<file path="src/rtl/ctrl_axil_master.sv">
// Command/response front end driving a single-outstanding AXI-Lite master port.
// Optional response-wait timeout with late-response draining: define CTRL_AXIL_TIMEOUT_EN.
module ctrl_axil_master #(
    parameter int BW_AXI         = 32,
    parameter int BWB_AXI        = BW_AXI / 8,
    parameter int AXI_ADDR       = 8,
    parameter int TIMEOUT_CYCLES = 1024
) (
    input  logic                clk_control,
    input  logic                clk_control_rst_low,

    input  logic                cmd_valid,
    output logic                cmd_ready,
    input  logic                cmd_write,
    input  logic [AXI_ADDR-1:0] cmd_addr,
    input  logic [BW_AXI-1:0]   cmd_wdata,
    input  logic [BWB_AXI-1:0]  cmd_wstrb,

    output logic                rsp_valid,
    input  logic                rsp_ready,
    output logic [BW_AXI-1:0]   rsp_rdata,
    output logic [1:0]          rsp_resp,
    output logic                rsp_timeout,

    output logic [AXI_ADDR-1:0] control_M_AXI_AWADDR,
    output logic                control_M_AXI_AWVALID,
    input  logic                control_M_AXI_AWREADY,
    output logic [BW_AXI-1:0]   control_M_AXI_WDATA,
    output logic [BWB_AXI-1:0]  control_M_AXI_WSTRB,
    output logic                control_M_AXI_WVALID,
    input  logic                control_M_AXI_WREADY,
    input  logic [1:0]          control_M_AXI_BRESP,
    input  logic                control_M_AXI_BVALID,
    output logic                control_M_AXI_BREADY,
    output logic [AXI_ADDR-1:0] control_M_AXI_ARADDR,
    output logic                control_M_AXI_ARVALID,
    input  logic                control_M_AXI_ARREADY,
    input  logic [BW_AXI-1:0]   control_M_AXI_RDATA,
    input  logic [1:0]          control_M_AXI_RRESP,
    input  logic                control_M_AXI_RVALID,
    output logic                control_M_AXI_RREADY
);

    typedef enum logic [2:0] {
        IDLE   = 3'd0,
        WR_REQ = 3'd1,
        WAIT_B = 3'd2,
        RD_REQ = 3'd3,
        WAIT_R = 3'd4,
        RESP   = 3'd5
    } state_t;

    state_t              state_r, state_s;
    logic                awvalid_r, awvalid_s;
    logic                wvalid_r, wvalid_s;
    logic                arvalid_r, arvalid_s;
    logic                bready_r, bready_s;
    logic                rready_r, rready_s;
    logic                cmd_ready_r, cmd_ready_s;
    logic                rsp_valid_r, rsp_valid_s;
    logic                rsp_timeout_r, rsp_timeout_s;
    logic [BW_AXI-1:0]   rsp_rdata_r, rsp_rdata_s;
    logic [1:0]          rsp_resp_r, rsp_resp_s;
    logic [AXI_ADDR-1:0] addr_r;
    logic [BW_AXI-1:0]   wdata_r;
    logic [BWB_AXI-1:0]  wstrb_r;

    logic accept_s, b_hs_s, r_hs_s, aw_done_s, w_done_s;
    logic to_hit_s, drain_pend, drain_pend_s;

    assign accept_s  = cmd_valid && cmd_ready_r;
    assign b_hs_s    = control_M_AXI_BVALID && bready_r;
    assign r_hs_s    = control_M_AXI_RVALID && rready_r;
    assign aw_done_s = !awvalid_r || control_M_AXI_AWREADY;
    assign w_done_s  = !wvalid_r || control_M_AXI_WREADY;

`ifdef CTRL_AXIL_TIMEOUT_EN
    localparam int CW = (TIMEOUT_CYCLES > 2) ? $clog2(TIMEOUT_CYCLES) : 1;
    localparam logic [CW-1:0] TO_LAST = CW'(TIMEOUT_CYCLES - 1);

    logic [CW-1:0] to_cnt_r;
    logic          waiting_s;

    assign waiting_s = ((state_r == WAIT_B) && !b_hs_s) || ((state_r == WAIT_R) && !r_hs_s);
    assign to_hit_s  = waiting_s && (to_cnt_r == TO_LAST);

    // Drain flag: set on timeout, cleared once the late response is swallowed in IDLE
    always_comb begin
        if (to_hit_s) begin
            drain_pend_s = 1'b1;
        end else if ((state_r == IDLE) && (b_hs_s || r_hs_s)) begin
            drain_pend_s = 1'b0;
        end else begin
            drain_pend_s = drain_pend;
        end
    end

    // Wait counter runs only while a response is outstanding; zero whenever outside WAIT states
    always_ff @(posedge clk_control or negedge clk_control_rst_low) begin
        if (!clk_control_rst_low) begin
            to_cnt_r   <= '0;
            drain_pend <= 1'b0;
        end else begin
            drain_pend <= drain_pend_s;
            if (waiting_s && !to_hit_s) begin
                to_cnt_r <= to_cnt_r + CW'(1);
            end else begin
                to_cnt_r <= '0;
            end
        end
    end
`else
    assign to_hit_s     = 1'b0;
    assign drain_pend   = 1'b0;
    assign drain_pend_s = 1'b0;
`endif

    // Next-state and next-output logic; every output register is loaded from these values
    always_comb begin
        state_s       = state_r;
        awvalid_s     = awvalid_r;
        wvalid_s      = wvalid_r;
        arvalid_s     = arvalid_r;
        rsp_rdata_s   = rsp_rdata_r;
        rsp_resp_s    = rsp_resp_r;
        rsp_timeout_s = rsp_timeout_r;
        case (state_r)
            IDLE: begin
                if (accept_s && cmd_write) begin
                    state_s   = WR_REQ;
                    awvalid_s = 1'b1;
                    wvalid_s  = 1'b1;
                end else if (accept_s) begin
                    state_s   = RD_REQ;
                    arvalid_s = 1'b1;
                end else begin
                    state_s = IDLE;
                end
            end
            WR_REQ: begin
                if (awvalid_r && control_M_AXI_AWREADY) begin
                    awvalid_s = 1'b0;
                end else begin
                    awvalid_s = awvalid_r;
                end
                if (wvalid_r && control_M_AXI_WREADY) begin
                    wvalid_s = 1'b0;
                end else begin
                    wvalid_s = wvalid_r;
                end
                if (aw_done_s && w_done_s) begin
                    state_s = WAIT_B;
                end else begin
                    state_s = WR_REQ;
                end
            end
            RD_REQ: begin
                if (control_M_AXI_ARREADY) begin
                    arvalid_s = 1'b0;
                    state_s   = WAIT_R;
                end else begin
                    state_s = RD_REQ;
                end
            end
            WAIT_B: begin
                if (b_hs_s) begin
                    state_s       = RESP;
                    rsp_resp_s    = control_M_AXI_BRESP;
                    rsp_rdata_s   = '0;
                    rsp_timeout_s = 1'b0;
                end else if (to_hit_s) begin
                    state_s       = RESP;
                    rsp_resp_s    = 2'b10;
                    rsp_rdata_s   = '0;
                    rsp_timeout_s = 1'b1;
                end else begin
                    state_s = WAIT_B;
                end
            end
            WAIT_R: begin
                if (r_hs_s) begin
                    state_s       = RESP;
                    rsp_resp_s    = control_M_AXI_RRESP;
                    rsp_rdata_s   = control_M_AXI_RDATA;
                    rsp_timeout_s = 1'b0;
                end else if (to_hit_s) begin
                    state_s       = RESP;
                    rsp_resp_s    = 2'b10;
                    rsp_rdata_s   = '0;
                    rsp_timeout_s = 1'b1;
                end else begin
                    state_s = WAIT_R;
                end
            end
            RESP: begin
                if (rsp_ready) begin
                    state_s = IDLE;
                end else begin
                    state_s = RESP;
                end
            end
            default: begin
                state_s   = IDLE;
                awvalid_s = 1'b0;
                wvalid_s  = 1'b0;
                arvalid_s = 1'b0;
            end
        endcase

        cmd_ready_s = (state_s == IDLE) && !drain_pend_s;
        rsp_valid_s = (state_s == RESP);
        bready_s    = (state_s == WAIT_B) || ((state_s == IDLE) && drain_pend_s);
        rready_s    = (state_s == WAIT_R) || ((state_s == IDLE) && drain_pend_s);
    end

    // State and registered handshake/response outputs
    always_ff @(posedge clk_control or negedge clk_control_rst_low) begin
        if (!clk_control_rst_low) begin
            state_r       <= IDLE;
            awvalid_r     <= 1'b0;
            wvalid_r      <= 1'b0;
            arvalid_r     <= 1'b0;
            bready_r      <= 1'b0;
            rready_r      <= 1'b0;
            cmd_ready_r   <= 1'b0;
            rsp_valid_r   <= 1'b0;
            rsp_timeout_r <= 1'b0;
            rsp_rdata_r   <= '0;
            rsp_resp_r    <= 2'b00;
        end else begin
            state_r       <= state_s;
            awvalid_r     <= awvalid_s;
            wvalid_r      <= wvalid_s;
            arvalid_r     <= arvalid_s;
            bready_r      <= bready_s;
            rready_r      <= rready_s;
            cmd_ready_r   <= cmd_ready_s;
            rsp_valid_r   <= rsp_valid_s;
            rsp_timeout_r <= rsp_timeout_s;
            rsp_rdata_r   <= rsp_rdata_s;
            rsp_resp_r    <= rsp_resp_s;
        end
    end

    // Command payload is captured once at accept and held for the whole transaction
    always_ff @(posedge clk_control or negedge clk_control_rst_low) begin
        if (!clk_control_rst_low) begin
            addr_r  <= '0;
            wdata_r <= '0;
            wstrb_r <= '0;
        end else if (accept_s) begin
            addr_r  <= cmd_addr;
            wdata_r <= cmd_wdata;
            wstrb_r <= cmd_wstrb;
        end else begin
            addr_r  <= addr_r;
            wdata_r <= wdata_r;
            wstrb_r <= wstrb_r;
        end
    end

    assign cmd_ready             = cmd_ready_r;
    assign rsp_valid             = rsp_valid_r;
    assign rsp_rdata             = rsp_rdata_r;
    assign rsp_resp              = rsp_resp_r;
    assign rsp_timeout           = rsp_timeout_r;
    assign control_M_AXI_AWADDR  = addr_r;
    assign control_M_AXI_AWVALID = awvalid_r;
    assign control_M_AXI_WDATA   = wdata_r;
    assign control_M_AXI_WSTRB   = wstrb_r;
    assign control_M_AXI_WVALID  = wvalid_r;
    assign control_M_AXI_BREADY  = bready_r;
    assign control_M_AXI_ARADDR  = addr_r;
    assign control_M_AXI_ARVALID = arvalid_r;
    assign control_M_AXI_RREADY  = rready_r;

endmodule

</file>
<file path="config.mk">
export PLATFORM = sky130hd
export DESIGN_NAME = ctrl_axil_master
export DESIGN_NICKNAME = d
export VERILOG_FILES = /design/src/rtl/ctrl_axil_master.sv
export SDC_FILE = /design/constraint.sdc
export NUM_CORES = 1
export LEC_CHECK = 0
export CORE_MARGIN = 2
export CORE_UTILIZATION = 40
export CTS_CLUSTER_SIZE = 20
export DETAILED_ROUTE_END_ITERATION = 12
export GPL_TIMING_DRIVEN = 1
export HOLD_SLACK_MARGIN = 0.08
export PLACE_DENSITY_LB_ADDON = 0.3
export SLEW_MARGIN = 20
export SYNTH_ARGS = -nofsm -noshare
export SYNTH_HDL_FRONTEND = slang
export SYNTH_SLANG_ARGS = --single-unit
</file>
<file path="constraint.sdc">
create_clock -name clk_control -period 2 [get_ports clk_control]
set_input_delay 0.3 -clock clk_control [delete_from_list [all_inputs] [get_ports clk_control]]
set_output_delay 0.3 -clock clk_control [all_outputs]
set_load 0.005 [all_outputs]
</file>
==> flow_summary.toml, run 1 <==
[clocking]
clock_latency_ps = 350
htree_levels = 3
clockBufferDepth = 2
ctsResizeCount = 0
post-cts-setup-buffers = 0
cts_tree = "built"
root_buffer = "clkbuf_8"
path_clk_slew_ps = 80
cts.sinks = 88
numCtsBuffers = 9

[timing]
clock_skew_ps = 14.7
whs_ps = 483
final-hold-violation-count = 0
slew_headroom_pct = 62.4
fin_crit_ps = 1780
rsz0062_at_grt = "false"
setup_tns_ps = 0
drv_slew = 0
setup_viol = 0
clock.fmax_mhz = 563
worst_slew_pin_slew_ps = 565
post-route-period-util_pct = 88.8

[cells_and_area]
drive_above_1_share_pct = 14.8
syn2layout_area_growth_pct = 58.7
final_cell_mix = "181 x clkdlybuf4s50_1, 88 x dfrtp_1, 71 x nand2_1, 44 x mux2_2, 30 x o21ai_0"
nNetsFinal = 564
design_area_sq_mm = 0.00570
diodes = 0
multiInputGateArea_sq_mm = 0.00123
regArea_sq_mm = 0.00220
final_common_cell = "clkdlybuf4s50_1"
fillCellCount = 671

[run]
cap_violations = 0

[power]
p_sw_share_pct = 28.4
power.switching_uw = 2150
seqPwrFrac_pct = 39.6
combPwrFrac_pct = 43.1
leakagePower_uw = 0.00233
cellPowerDensity_mw_per_mm2 = 1330
power.share.clock_pct = 17.2
p_int_uw = 5410
peakVddDrop_mv = 0.661

[logic_synthesis]
netlist_instances = 302
synth_nets = 392
ys_seq_area_share_pct = 61.4
ys.warnings.count = 0
synth-seq-cells = 88
ys_types = 34
syn_area_sq_mm = 0.00359
syn_avg_cell_area_sq_um = 11.9

[route]
vias_per_cell = 4.77
drt_iter0_drc = 98
ant_nets = 0
first_pass_iters = 4
drc = 0
wl_mm = 8.86
vias = 2798
drt-wirelength-per-cell_um = 15.1

[global_routing]
use_met1_pct = 22.6
grtUsageMet2_pct = 34.1
grt_pass1_vias = 2934
grt_max_degree = 69
grt_pass1_wl_mm = 14.6
antenna_found_initial = 0
busiest_layer = "met2"
gr-total-overflow = 0
grt_util_all_layers_pct = 19.0
use_met3_pct = 3.26

[die]
num_rows = 34
fp.coreArea_sq_mm = 0.00872
die_x_um = 98.7
start_util_pct = 41.1
die_y_um = 98.7
pin_count = 184
dieArea_sq_mm = 0.00974

[worst_setup_path]
arrival_ps = 2000
cp_max_fo = 11
cp-start-kind = "register"
path_class = "reg2reg"
cp-end-kind = "register"
worstPathRequired_ps = 2230

[placed_design]
dp_hpwl_mm = 6.68
gp_congestion = 0.835
numPortBuffers = 182
placed_area_sq_mm = 0.00547

[worst_hold_path]
worstHoldPathType = "reg2reg"

[outcome]
status = "complete, no violations"
-- cells by family after synthesis --
| family | after synthesis | synth area share [%] |
|---|---|---|
| buf+inv | 28 | 4.67 |
| flops | 88 | 61.4 |
| mux | 46 | 14.4 |
| compound gates | 43 | 6.69 |
| simple gates | 96 | 12.8 |
| other cells | 1 | 0.105 |
-- power by group through the flow --
stage	clock, uW	combinational (uW)	sequential [uW]
after detailed placement	0	3310	3030
after global routing	1430	3530	3090
after floorplan	0	1330	2990
after CTS	1360	3310	2990
final	1300	3260	2990
after global placement	0	3230	2970
-- per-layer routing --
| metal | vias to the layer above | part of all wire, % | wire length [um] |
|---|---|---|---|
| li1 | 1350 | - | - |
| met1 | 1351 | 39 | 3450 |
| met4 | 0 | 1.9 | 165 |
| met5 | - | 0 | 0 |
| met3 | 15 | 4.4 | 394 |
| met2 | 82 | 55 | 4840 |
-- worst max-delay path, cell delays in order (launching register included) --
cell      delay, ps
dfrtp_1         570
nand2b_4        210
o32ai_1         110
or4_4           590
and2_4          180
-- metrics by stage --
stage | cells | util [%] | setup WS, ps | total power, uW
floorplan | 302 | - | 436 | 4320
global placement | 570 | 62.8 | 173 | 6210
detailed placement | 570 | 62.8 | 151 | 6330
CTS | 587 | 65.3 | 250 | 7660
global route | 587 | 65.3 | 173 | 8050
finish | 587 | 65.3 | 224 | 7550
-- registers in the layout (all words and copies together) (netlist names) --
register               cells
control_M_AXI_WDATA       32
rsp_rdata                 32
control_M_AXI_ARADDR       8
control_M_AXI_WSTRB        4
state_r                    3
rsp_resp                   2
cmd_ready                  1
control_M_AXI_ARVALID      1
control_M_AXI_AWVALID      1
control_M_AXI_BREADY       1
control_M_AXI_RREADY       1
control_M_AXI_WVALID       1
rsp_valid                  1
-- cell type report --
cell class	count	area share [%]
clock inverter	5	1.43
multi-input combinational	186	21.6
inverter	2	0.132
sequential	88	38.7
clock buffer	11	2.31
tap	108	2.37
timing repair buffer	187	33.5
-- path summary, 6_finish.rpt --
check | start | endpoint | slack (ps) | depth (start not counted)
min in group asynchronous | clk_control_rst_low | state_r[0]$_DFF_PN0_ | 500 | 2
worst min-delay path | rsp_rdata[29]$_DFFE_PN0P_ | rsp_rdata[29]$_DFFE_PN0P_ | 480 | 2
worst max register to register | state_r[1]$_DFF_PN0_ | rsp_valid$_DFF_PN0_ | 220 | 4
max in group asynchronous | clk_control_rst_low | control_M_AXI_ARADDR[5]$_DFFE_PN0N_ | 880 | 3
worst max-delay path | state_r[1]$_DFF_PN0_ | rsp_valid$_DFF_PN0_ | 220 | 4
worst min register to register | rsp_rdata[29]$_DFFE_PN0P_ | rsp_rdata[29]$_DFFE_PN0P_ | 480 | 2
-- cells in the mapped netlist, drive strengths merged --
library cell	instances	area, sq um
o32ai	1	8.76
nand3	4	20.0
or4	1	11.3
and2	1	8.76
nor2	2	10.0
mux2	44	495
conb	1	3.75
nor3b	1	18.8
or2b	1	7.51
nor3	2	15.0
nand2	72	270
nand2b	3	26.3
o21ai	36	184
buf	17	126
nor2b	3	18.8
mux2i	2	20.0
and4b	2	20.0
clkbuf	9	33.8
a311o	1	10.0
or3	1	6.26
a21oi	2	10.0
nand3b	2	15.0
inv	2	7.51
dfrtp	88	2200
nand4bb	1	11.3
a32o	2	20.0
a21boi	1	7.51
-- timing repair --
item                                    CTS  global route
hold buffers                              1             0
hold endpoints to repair                 43             0
endpoints found under the setup margin    0             0
Note: power is estimated with default switching activity, not from simulation.
==> run 2, diff against run 1 <==
--- a/config.mk
+++ b/config.mk
@@ -5,14 +5,15 @@
 export SDC_FILE = /design/constraint.sdc
 export NUM_CORES = 1
 export LEC_CHECK = 0
+export ABC_AREA = 1
 export CORE_MARGIN = 2
-export CORE_UTILIZATION = 40
+export CORE_UTILIZATION = 41
 export CTS_CLUSTER_SIZE = 20
 export DETAILED_ROUTE_END_ITERATION = 12
 export GPL_TIMING_DRIVEN = 1
 export HOLD_SLACK_MARGIN = 0.08
 export PLACE_DENSITY_LB_ADDON = 0.3
-export SLEW_MARGIN = 20
+export SETUP_SLACK_MARGIN = 0.02
 export SYNTH_ARGS = -nofsm -noshare
 export SYNTH_HDL_FRONTEND = slang
 export SYNTH_SLANG_ARGS = --single-unit
==> run 2 against run 1 <==
Effect of this change:
- worst hold slack got worse by 66 ps
- combinational power decreased by 2%
- non-clock buffer count rose by 2
- synthesized cell count rose by 45%
- design area is 1.8% higher
- first-iteration DRC count up 68%
- power is 3.3% lower
- utilization increased by 0.56 points
- critical endpoint is now rsp_resp[1]$_DFFE_PN0P_
- largest power group unchanged
==> flow_summary.toml, run 2 <==
[power]
peakVddDrop_mv = 0.654
leakagePower_uw = 0.00288
power.share.clock_pct = 16.7
cellPowerDensity_mw_per_mm2 = 1260
power_uw = 7310
p_int_uw = 4930
seqPwrFrac_pct = 39.7
combPwrFrac_pct = 43.6
power.switching_uw = 2380
p_sw_share_pct = 32.5

[logic_synthesis]
netlist_instances = 437
yosysTopAreaCell = "dfrtp_1"
synth-seq-cells = 88
synthArstFlopShare_pct = 100
synth_edf_count = 0
synth_common_cells = "198 x nand2_1, 88 x dfrtp_1, 72 x nand3_1"
ys_types = 22
synth_top_area_share_pct = 58.7
ys.warnings.count = 0
syn_avg_cell_area_sq_um = 8.59
synth_nets = 527
synth.most_common_cell = "nand2_1"
synth_flop_cell = "dfrtp_1"
syn_area_sq_mm = 0.00375
synth.top_cells.by_area = "dfrtp_1 59%, nand2_1 20%, nand3_1 9.6%, buf_4 2.4%, buf_2 1.3%"
ys_seq_area_share_pct = 58.7

[global_routing]
grt_util_all_layers_pct = 21.0
gr-total-overflow = 0
grt_pass1_wl_mm = 16.7
grt_pass1_vias = 3524
antenna_found_initial = 0
grt_max_degree = 46

[timing]
clock.fmax_mhz = 610
setup_tns_ps = 0
worst_slew_pin_slew_ps = 562
fin_crit_ps = 1640
slew_headroom_pct = 62.5
clock_skew_ps = 15.0
final-hold-violation-count = 0
post-route-period-util_pct = 82.0
setup_viol = 0
rsz0062_at_grt = "false"
drv_slew = 0

[worst_setup_path]
r2r-start = "state_r[0]$_DFF_PN0_"
cp-start-kind = "register"
cp_slowest_cell = "dfrtp_1"
path_cells = "nor2_2 > nand2_2 > inv_2 > nand2_1 > a31oi_1"
r2r_cells = 5
cp-end-kind = "register"
cp_max_fo = 34
worstPathRequired_ps = 2270
arrival_ps = 1910
crit_path_start = "state_r[0]$_DFF_PN0_"
slowest_delay_ps = 460
path_class = "reg2reg"

[cells_and_area]
final_common_cell = "nand2_1"
diodes = 0
drive_above_1_share_pct = 6.21
final_cell_mix = "198 x nand2_1, 181 x clkdlybuf4s50_1, 88 x dfrtp_1, 72 x nand3_1, 13 x inv_1"
final_util_pct = 65.9
syn2layout_area_growth_pct = 54.5
nNetsFinal = 697

[route]
wl_mm = 10.3
vias = 3475
ant_nets = 0
first_pass_iters = 5
drc = 0
drt-wirelength-per-cell_um = 14.2
drt_iter0_drc = 165
vias_per_cell = 4.83

[clocking]
numCtsBuffers = 9
path_clk_slew_ps = 90
cts_tree = "built"
htree_levels = 3
clockBufferDepth = 2
root_buffer = "clkbuf_8"
clock_latency_ps = 350
cts.sinks = 88

[die]
fp.coreArea_sq_mm = 0.00881
dieArea_sq_mm = 0.00994
die_y_um = 99.7
die_x_um = 99.7
start_util_pct = 42.6
pin_count = 184
num_rows = 34

[outcome]
status = "complete, no violations"

[run]
cap_violations = 0

[placed_design]
numPortBuffers = 182
gp_congestion = 0.812
dp_hpwl_mm = 7.53

[worst_hold_path]
worstHoldPathType = "in2async"
-- run 2: cell count changes in the layout (fill, tap and decap cells not counted), sizes merged, moves of 3 or more --
cell    delta
mux2      -44
nor2b      -3
nand2    +129
nand2b     -3
o21ai     -35
nor2      +12
inv       +17
nand3     +70
-- run 2: path summary, 6_finish.rpt --
kind	endpoint	slack, ps
worst max-delay path	rsp_resp[1]$_DFFE_PN0P_	360
worst min-delay path	control_M_AXI_WDATA[16]$_DFFE_PN0N_	420
worst max register to register	rsp_resp[1]$_DFFE_PN0P_	360
worst min register to register	control_M_AXI_ARVALID$_DFFE_PN0P_	480
max in group asynchronous	control_M_AXI_RREADY$_DFF_PN0_	930
min in group clk_control	control_M_AXI_ARVALID$_DFFE_PN0P_	480
-- run 2: final cells by class --
cell class | count | area [sq um]
inverter | 19 | 71.3
timing repair buffer | 189 | 1900
tap | 108 | 135
clock inverter | 5 | 56.3
sequential | 88 | 2200
fill | 748 | 3010
clock buffer | 11 | 141
multi-input combinational | 300 | 1290
-- run 2: power by group through the flow --
stage	clock, uW	sequential (uW)	combinational (uW)
after global placement	0	2910	3130
final	1220	2900	3190
after detailed placement	0	2920	3220
after CTS	1250	2900	3230
after floorplan	0	2940	1270
after global routing	1320	3000	3500
-- run 2: logic make-up after synthesis --
| kind of cell | synth area share, % |
|---|---|
| buf+inv | 6.83 |
| other cells | 0.0999 |
| flops | 58.7 |
| simple gates | 33.5 |
| compound gates | 0.866 |
-- run 2: what timing repair did --
| action | in CTS | in global routing |
|---|---|---|
| setup buffers | 0 | 0 |
| hold endpoints to repair | 28 | 0 |
| gates resized for setup | 0 | 0 |
| hold buffers | 1 | 0 |
-- run 2: metrics by stage --
step / instances / setup slack [ps] / hold slack (ps) / cell area [sq um]
finish: 720 / 361 / 417 / 5800
global route: 720 / 202 / 440 / 5800
CTS: 720 / 350 / 416 / 5800
detailed placement: 703 / 184 / 252 / 5590
global placement: 703 / 257 / 247 / 5590
floorplan: 437 / 795 / 4.41 / 3750
-- run 2: worst max-delay path: cells and delay by family (launching register included) --
family | cells | cell delay [ps]
flops | 1 | 460
compound gates | 1 | 190
simple gates | 3 | 460
buf+inv | 1 | 450
-- run 2: metal layers --
metal  up-vias  track usage, %  part of all wire, %
met5         -               0                    0
met2        98            37.3                   52
met1      1657            25.5                   41
met4         0            6.85                  1.8
met3        14            4.29                  5.1
li1       1706               -                    -
